<file path="config.mk">
export PLATFORM = sky130hd
export DESIGN_NAME = lif_adder_scheduler
export DESIGN_NICKNAME = d
export VERILOG_FILES = /design/src/rtl/lif_sched_pkg.sv /design/src/rtl/nbit_adder.sv /design/src/rtl/lif_adder_scheduler.sv
export SDC_FILE = /design/constraint.sdc
export NUM_CORES = 1
export LEC_CHECK = 0
export BUFFER_PORTS_ARGS = -buffer_cell sky130_fd_sc_hd__buf_2
export CORE_MARGIN = 4
export CORE_UTILIZATION = 24
export CTS_BUF_LIST = sky130_fd_sc_hd__clkbuf_16
export CTS_CLUSTER_SIZE = 10
export DETAILED_ROUTE_END_ITERATION = 16
export GPL_TIMING_DRIVEN = 1
export PLACE_DENSITY_LB_ADDON = 0.05
export SKIP_LAST_GASP = 1
export SYNTH_ARGS = -nofsm -noshare
export SYNTH_HDL_FRONTEND = slang
export SYNTH_HIERARCHICAL = 1
export SYNTH_SLANG_ARGS = --single-unit
</file>
<file path="constraint.sdc">
create_clock -name clk -period 3.2 [get_ports clk]
set_clock_uncertainty 0.1 [all_clocks]
set_input_delay 0.16 -clock clk [delete_from_list [all_inputs] [get_ports clk]]
set_output_delay 0.16 -clock clk [all_outputs]
set_load 0.01 [all_outputs]
</file>
<file path="src/rtl/lif_sched_pkg.sv">
// Shared types for the LIF adder scheduler: FSM state encoding and per-neuron cycle cost.
// Latency: n/a (types only).
// Backpressure: n/a.
package lif_sched_pkg;

    typedef enum logic [2:0] {
        IDLE  = 3'd0,
        LOAD  = 3'd1,
        NEG   = 3'd2,
        LEAK  = 3'd3,
        INTEG = 3'd4,
        WRITE = 3'd5,
        DONE  = 3'd6
    } state_t;

    localparam int CYCLES_PER_NEURON = 5;

endpackage

</file>
<file path="src/rtl/nbit_adder.sv">
// Unsigned n-bit adder with carry-out in s[n]; the single arithmetic resource shared by the sweep.
// Latency: combinational.
// Backpressure: none.
module nbit_adder #(
    parameter int n = 8
) (
    input  logic [n-1:0] a,
    input  logic [n-1:0] b,
    output logic [n:0]   s
);

    assign s = {1'b0, a} + {1'b0, b};

endmodule

</file>
<file path="src/rtl/lif_adder_scheduler.sv">
// Sweeps N_NEURONS LIF neurons (leak, integrate, fire) through one shared adder; optional LIF_REFRACTORY_EN.
// Latency: done pulses 5*N_NEURONS+1 cycles after the edge that accepts start.
// Backpressure: start is ignored while a sweep is running; no output stall.
module lif_adder_scheduler
    import lif_sched_pkg::*;
#(
    parameter int N_NEURONS    = 4,
    parameter int WIDTH        = 8,
    parameter int THRESHOLD    = 200,
    parameter int LEAK_SHIFT   = 3,
    parameter int REFRAC_STEPS = 2,
    localparam int IW = (N_NEURONS > 1) ? $clog2(N_NEURONS) : 1
) (
    input  logic                       clk,
    input  logic                       reset,
    input  logic                       start,
    input  logic [N_NEURONS*WIDTH-1:0] current_in,
    input  logic [IW-1:0]              mon_idx,
    output logic                       busy,
    output logic                       done,
    output logic [N_NEURONS-1:0]       spikes,
    output logic [WIDTH-1:0]           membrane_mon
);

    localparam logic [WIDTH-1:0] TH_W = WIDTH'(THRESHOLD);

    state_t               state;
    logic [IW-1:0]        idx;
    logic [WIDTH-1:0]     u_q;
    logic [WIDTH-1:0]     tmp_q;
    logic [N_NEURONS-1:0] spk_acc;
    logic [WIDTH-1:0]     membrane [N_NEURONS];
    logic [WIDTH-1:0]     cur_q    [N_NEURONS];

    logic [WIDTH-1:0]     add_a;
    logic [WIDTH-1:0]     add_b;
    logic [WIDTH:0]       add_s;
    logic                 in_refrac;
    logic                 fire;

`ifdef LIF_REFRACTORY_EN
    localparam int RW = (REFRAC_STEPS > 0) ? $clog2(REFRAC_STEPS + 1) : 1;
    logic [RW-1:0] refrac [N_NEURONS];
    assign in_refrac = (refrac[idx] != '0);
`else
    assign in_refrac = 1'b0;
`endif

    assign fire = (u_q >= TH_W) && !in_refrac;

    // Operands held at zero outside the three arithmetic states so the adder does not toggle.
    always_comb begin
        add_a = '0;
        add_b = '0;
        case (state)
            NEG: begin
                add_a = ~(u_q >> LEAK_SHIFT);
                add_b = WIDTH'(1);
            end
            LEAK: begin
                add_a = u_q;
                add_b = tmp_q;
            end
            INTEG: begin
                add_a = u_q;
                add_b = in_refrac ? '0 : cur_q[idx];
            end
            default: begin
                add_a = '0;
                add_b = '0;
            end
        endcase
    end

    nbit_adder #(.n(WIDTH)) u_adder (
        .a (add_a),
        .b (add_b),
        .s (add_s)
    );

    always_ff @(posedge clk) begin
        if (reset) begin
            state   <= IDLE;
            idx     <= '0;
            u_q     <= '0;
            tmp_q   <= '0;
            spk_acc <= '0;
            spikes  <= '0;
            busy    <= 1'b0;
            done    <= 1'b0;
            for (int k = 0; k < N_NEURONS; k++) begin
                membrane[k] <= '0;
                cur_q[k]    <= '0;
`ifdef LIF_REFRACTORY_EN
                refrac[k]   <= '0;
`endif
            end
        end else begin
            done <= 1'b0;
            case (state)
                IDLE: begin
                    if (start) begin
                        for (int k = 0; k < N_NEURONS; k++)
                            cur_q[k] <= current_in[k*WIDTH +: WIDTH];
                        idx   <= '0;
                        busy  <= 1'b1;
                        state <= LOAD;
                    end
                end
                LOAD: begin
                    u_q   <= membrane[idx];
                    state <= NEG;
                end
                NEG: begin
                    tmp_q <= add_s[WIDTH-1:0];
                    state <= LEAK;
                end
                LEAK: begin
                    u_q   <= add_s[WIDTH-1:0];
                    state <= INTEG;
                end
                INTEG: begin
                    u_q   <= add_s[WIDTH] ? '1 : add_s[WIDTH-1:0];
                    state <= WRITE;
                end
                WRITE: begin
                    spk_acc[idx]  <= fire;
                    membrane[idx] <= fire ? '0 : u_q;
`ifdef LIF_REFRACTORY_EN
                    if (in_refrac)
                        refrac[idx] <= refrac[idx] - 1'b1;
                    else if (fire)
                        refrac[idx] <= RW'(REFRAC_STEPS);
`endif
                    if (idx == IW'(N_NEURONS - 1)) begin
                        state <= DONE;
                    end else begin
                        idx   <= idx + 1'b1;
                        state <= LOAD;
                    end
                end
                DONE: begin
                    spikes <= spk_acc;
                    done   <= 1'b1;
                    busy   <= 1'b0;
                    state  <= IDLE;
                end
                default: state <= IDLE;
            endcase
        end
    end

    assign membrane_mon = (int'(mon_idx) < N_NEURONS) ? membrane[mon_idx] : '0;

endmodule

</file>
# After elaboration in Yosys (flattened, before gate mapping)
# Memory sizes are Yosys's and may differ from the RTL's. A register that Yosys moved wholly into a read port is not among the register bits.
# Index checks and enable logic that the tools add are counted.
# totals
ff_bits	31
latch_bits	0
ram_bits	64
mem_bits_ro	0
inputBits	37
output_inout_bits	14
word_cells	75
memories	2
# classes
addsub	2
mul	0
n_div	0
order_cmp	3
n_eq_ne	9
n_shift	0
muxes	37
bitwise	5
reduce_logical	9
# mem_list
name	words	word_bits	rd	rd_clocked_by_memory_dff	wr	line_no	source
cur_q	4	8	1	1	4	lif_adder_scheduler.sv:33	logic [WIDTH-1:0] cur_q [N_NEURONS];
membrane	4	8	2	1	4	lif_adder_scheduler.sv:32	logic [WIDTH-1:0] membrane [N_NEURONS];
# ops
op	n
$mux W8	7
$pmux W8 S3	2
$pmux W3 S6	1
$pmux W8 S2	1
$mux W2	7
$mux W1	13
$add A8 B8 Y9	1
$eq A3 B3 Y1 const B	3
$ge A8 B8 Y1 const B	1
$not A5 Y8	1
$reduce_or A8 Y1	1
$eq A3 B2 Y1 const B	2
$mux W3	2
$bwmux W4	1
$ne A2 B2 Y1 const B	2
$or A1 B1 Y1	4
$pmux W2 S2	1
$reduce_bool A2 Y1	2
$eq A3 B1 Y1 const B	1
$logic_not A3 Y1	1
$lt A2 B3 Y1 const B	1
$reduce_and A3 Y1	1
$reduce_bool A3 Y1	1
$add A2 B1 Y2 const B	1
other kinds (7)	7

# Depth between registers and ports, before layout
# depth
depth_word	6
depth_mapped	14
ltp_nobuf	12

# Hierarchy
# The synthesis kept the hierarchy.
# modules_own_cells
mod	instances	cells_each	area_each_um2	seq_area_each_um2
lif_adder_scheduler	1	379	4538.1	2582.5
nbit_adder	1	38	305.3	0.0

# Worst setup path before layout
# OpenSTA, ideal clock, no wires.
# synth_path
path_type	flip-flop to flip-flop
from	register (tool-made name)
to	register u_q[6]
setup_time_ps	144
arrival_ps	3003
required_time_ps	2956
path_slack_ps	-47
path_stages_with_launch	13
path_buffers	2
period_less_slack_ps	3247
path_cell_list	dfxtp_1 buf_4 buf_4 mux4_2 a32o_1 ha_1 fa_1 a21oi_1 nor2b_1 a31oi_1 o21ai_0 o21ai_1 a311oi_1
# synth_rtl
item	line_no	source
end signal, assigned	lif_adder_scheduler.sv:111	u_q <= membrane[idx];
end signal, assigned	lif_adder_scheduler.sv:119	u_q <= add_s[WIDTH-1:0];
end signal, assigned	lif_adder_scheduler.sv:123	u_q <= add_s[WIDTH] ? '1 : add_s[WIDTH-1:0];
end, declared	lif_adder_scheduler.sv:29	logic [WIDTH-1:0] u_q;

==> qor.txt <==
Mapped Cells -> 417
Min Tclk post-route -> 2.970 ns
DRC -> 0
Area growth syn-to-layout -> 26.22%
RSZ-0062 raised after global routing -> false
Hold WC Path Type -> input port to flip-flop
Drt via density -> 4.325
Max IR drop VDD -> 0.2277 mV
First-pass GRT wire length -> 19440 um
Main area contributors after synthesis -> edfxtp_1 (40%), dfxtp_1 (14%), mux4_2 (11%), and2_1 (5.0%), nand2_1 (5.0%)
DP HPWL -> 8888 um
Clock tree buffer depth -> 2
Gr usage total -> 0.1132
Most frequent cell after synthesis -> nand2_1
Crit path required time -> 3.32 ns
Setup crit end kind -> flip-flop
CTS root buf -> clkbuf_16
Cell variety after synth -> 52
Clock latency on the worst-skew pair -> 0.35 ns
Placed Area -> 5465 um2
Die Area -> 22520 um2
Post-synth EDFFs -> 64
Max Slew Vio Count -> 0
Routed Wire Length -> 11960 um
Max-cap viol count -> 0
Critical Path Start Type -> flip-flop
CP arrival -> 3.09 ns
Drt wl/cell -> 15.44 um
Normalized max-slew margin -> 0.4942
Synth top cells by count -> nand2_1 (65), edfxtp_1 (64), nor2_1 (47)
Crit path max fanout -> 8
Pwr/cell area -> 504.5 nW/um2
Pin count of the biggest net entering global routing -> 38
N_diodes -> 0
Syn_nets -> 467
IO Pins -> 51
Synth Register Bits -> 97
Post-Synthesis Cell Area -> 4843 um2
Initial DRT Pass Iterations -> 4
Logic gate share of total power -> 0.140
CTS tree -> done
Setup violators final -> 0
Final Hold Viols -> 0
DRT iter0 DRCs -> 149
Initial Util -> 0.2464
Cell-internal power -> 2.312 mW
CTS Buf Count -> 9
Initial antenna violation count -> 0
Share of synthesized registers carrying an async set or reset -> 0
Yosys warns -> 6
Critical setup path kind -> flip-flop to flip-flop
Final-stage net count -> 555
Share of cells above drive strength 1 -> 0.2392
Switching pwr -> 0.7717 mW
Die width -> 150.1 um
Grt ovf -> 0
Vias in the first global route -> 3528
Cell leakage power -> 2.322 nW
CTS sink cnt -> 97
Port bufs -> 50
Remaining antenna violation count -> 0
# rows -> 51
Status -> completed
H-tree depth -> 3
Clock slew at reported path FFs -> 0.07 ns
Core area -> 19650 um2
Mapped Avg Cell Area -> 11.61 um2
Die Span Y -> 150.1 um
Sequential share of the synthesized area -> 0.5332
Sw frac -> 0.2502
Synth top area share -> 0.3968
Clock share of power -> 0.379
Sequential share of power -> 0.481
Via count -> 3352
Main synth FF type -> edfxtp_1
Setup TNS -> 0 ns
Fin crit share -> 0.9282
Post-route cell area -> 6113 um2
Worst-Margin Slew -> 0.7586 ns
Final Hold Slack -> 0.1499 ns
GPL Wtd Cong -> 0.7824
Max Fclk -> 0.3367 GHz
Synth area leader -> edfxtp_1
## what timing repair did
item,in CTS,in global routing
endpoints found under the hold margin,32,0
resized for setup,0,3
buffers inserted,0,1
pin swaps,1,1
hold buffers,32,0
setup endpoints to repair,2,8
## worst paths after layout
check | start | end | slack [ns] | depth (start not counted)
worst max-delay path | flip-flop | u_q[6] | 0.23 | 11
worst max register to register | flip-flop | u_q[6] | 0.23 | 11
worst min register to register | tmp_q[0] | tmp_q[0] | 0.36 | 2
worst min-delay path | start | state[0] | 0.15 | 5
## layout make-up
type | instances | area (um2)
clock buffers | 9 | 225.2
inverters | 6 | 22.52
flip-flops and latches | 97 | 2584
clock inverters | 7 | 87.58
multi-input cells | 290 | 2125
fillers | 2084 | 13540
repair buffers | 101 | 738.2
well taps | 265 | 331.6
## cell families (layout without fill, tap and decap cells)
group,count (synthesis),in the layout,synth area share
adders and majority gates,13,13,0.03513
AOI/OAI and AO/OA,58,58,0.08190
and+or+nand+nor,184,184,0.1868
DFF,97,97,0.5332
xor gates and xnor gates,6,6,0.01085
buffers and inverters,30,123,0.03022
muxes,29,29,0.1219
## per-layer routing
layer  global-route usage  wire (um)  vias up
li1                     -          -     1687
met1               0.1529       5911     1603
met2               0.1822       5534       51
met3              0.01999        330       11
met4              0.04117        189        0
met5                    0          0        -
## state kept, by name (all words and copies together), names as in the netlist, named ones only
| signal | count |
|---|---|
| done | 1 |
| spk_acc | 4 |
| u_q | 8 |
| busy | 1 |
| membrane | 32 |
| state | 3 |
| idx | 2 |
| tmp_q | 8 |
| spikes | 4 |
| cur_q | 32 |
## worst max-delay path: stages, from the launching register on
cell	delay [ns]
dfxtp_2	0.37
mux4_2	0.52
a32o_1	0.23
ha_1	0.20
fa_1	0.41
a21oi_1	0.17
nor2b_1	0.07
a31oi_1	0.21
o21ai_0	0.15
o21ai_2	0.15
buf_4	0.17
a311oi_2	0.09
## layout by cell type, fill, tap and decap left out, drive strengths merged, types with 2 or more instances in the layout
cell	netlist	layout
a211oi	2	2
a21oi	21	21
a22o	7	7
a311oi	7	7
a31oi	3	3
and2	39	39
and3b	2	2
buf	13	69
bufinv	0	2
clkbuf	11	9
clkinv	0	4
dfxtp	33	33
dlygate4sd3	0	32
edfxtp	64	64
ha	12	12
inv	6	7
mux2i	5	5
mux4	24	24
nand2	65	65
nand2b	5	5
nand3	6	6
nor2	48	48
nor2b	2	2
nor3	5	5
o21ai	10	10
or2	2	2
or3	3	3
xnor2	5	5
## power groups by stage
| stage | registers, mW | logic [mW] | clock network (mW) |
|---|---|---|---|
| floorplan | 1.49 | 0.286 | 0 |
| CTS | 1.49 | 0.436 | 1.21 |
| finish | 1.48 | 0.432 | 1.17 |
| global placement | 1.51 | 0.406 | 0 |
| global route | 1.50 | 0.487 | 1.26 |
| detailed placement | 1.51 | 0.405 | 0 |
## stage by stage
stage | power [mW] | std cells | worst slack, ns | util
detailed placement | 1.920 | 726 | 0.03468 | 0.2781
global route | 3.247 | 775 | 0.001438 | 0.3111
finish | 3.084 | 775 | 0.2298 | 0.3111
global placement | 1.920 | 726 | 0.1005 | 0.2781
floorplan | 1.772 | 417 | 0.03763 | -
CTS | 3.132 | 774 | 0.02515 | 0.3103
Note: power is estimated with default switching activity, not from simulation.
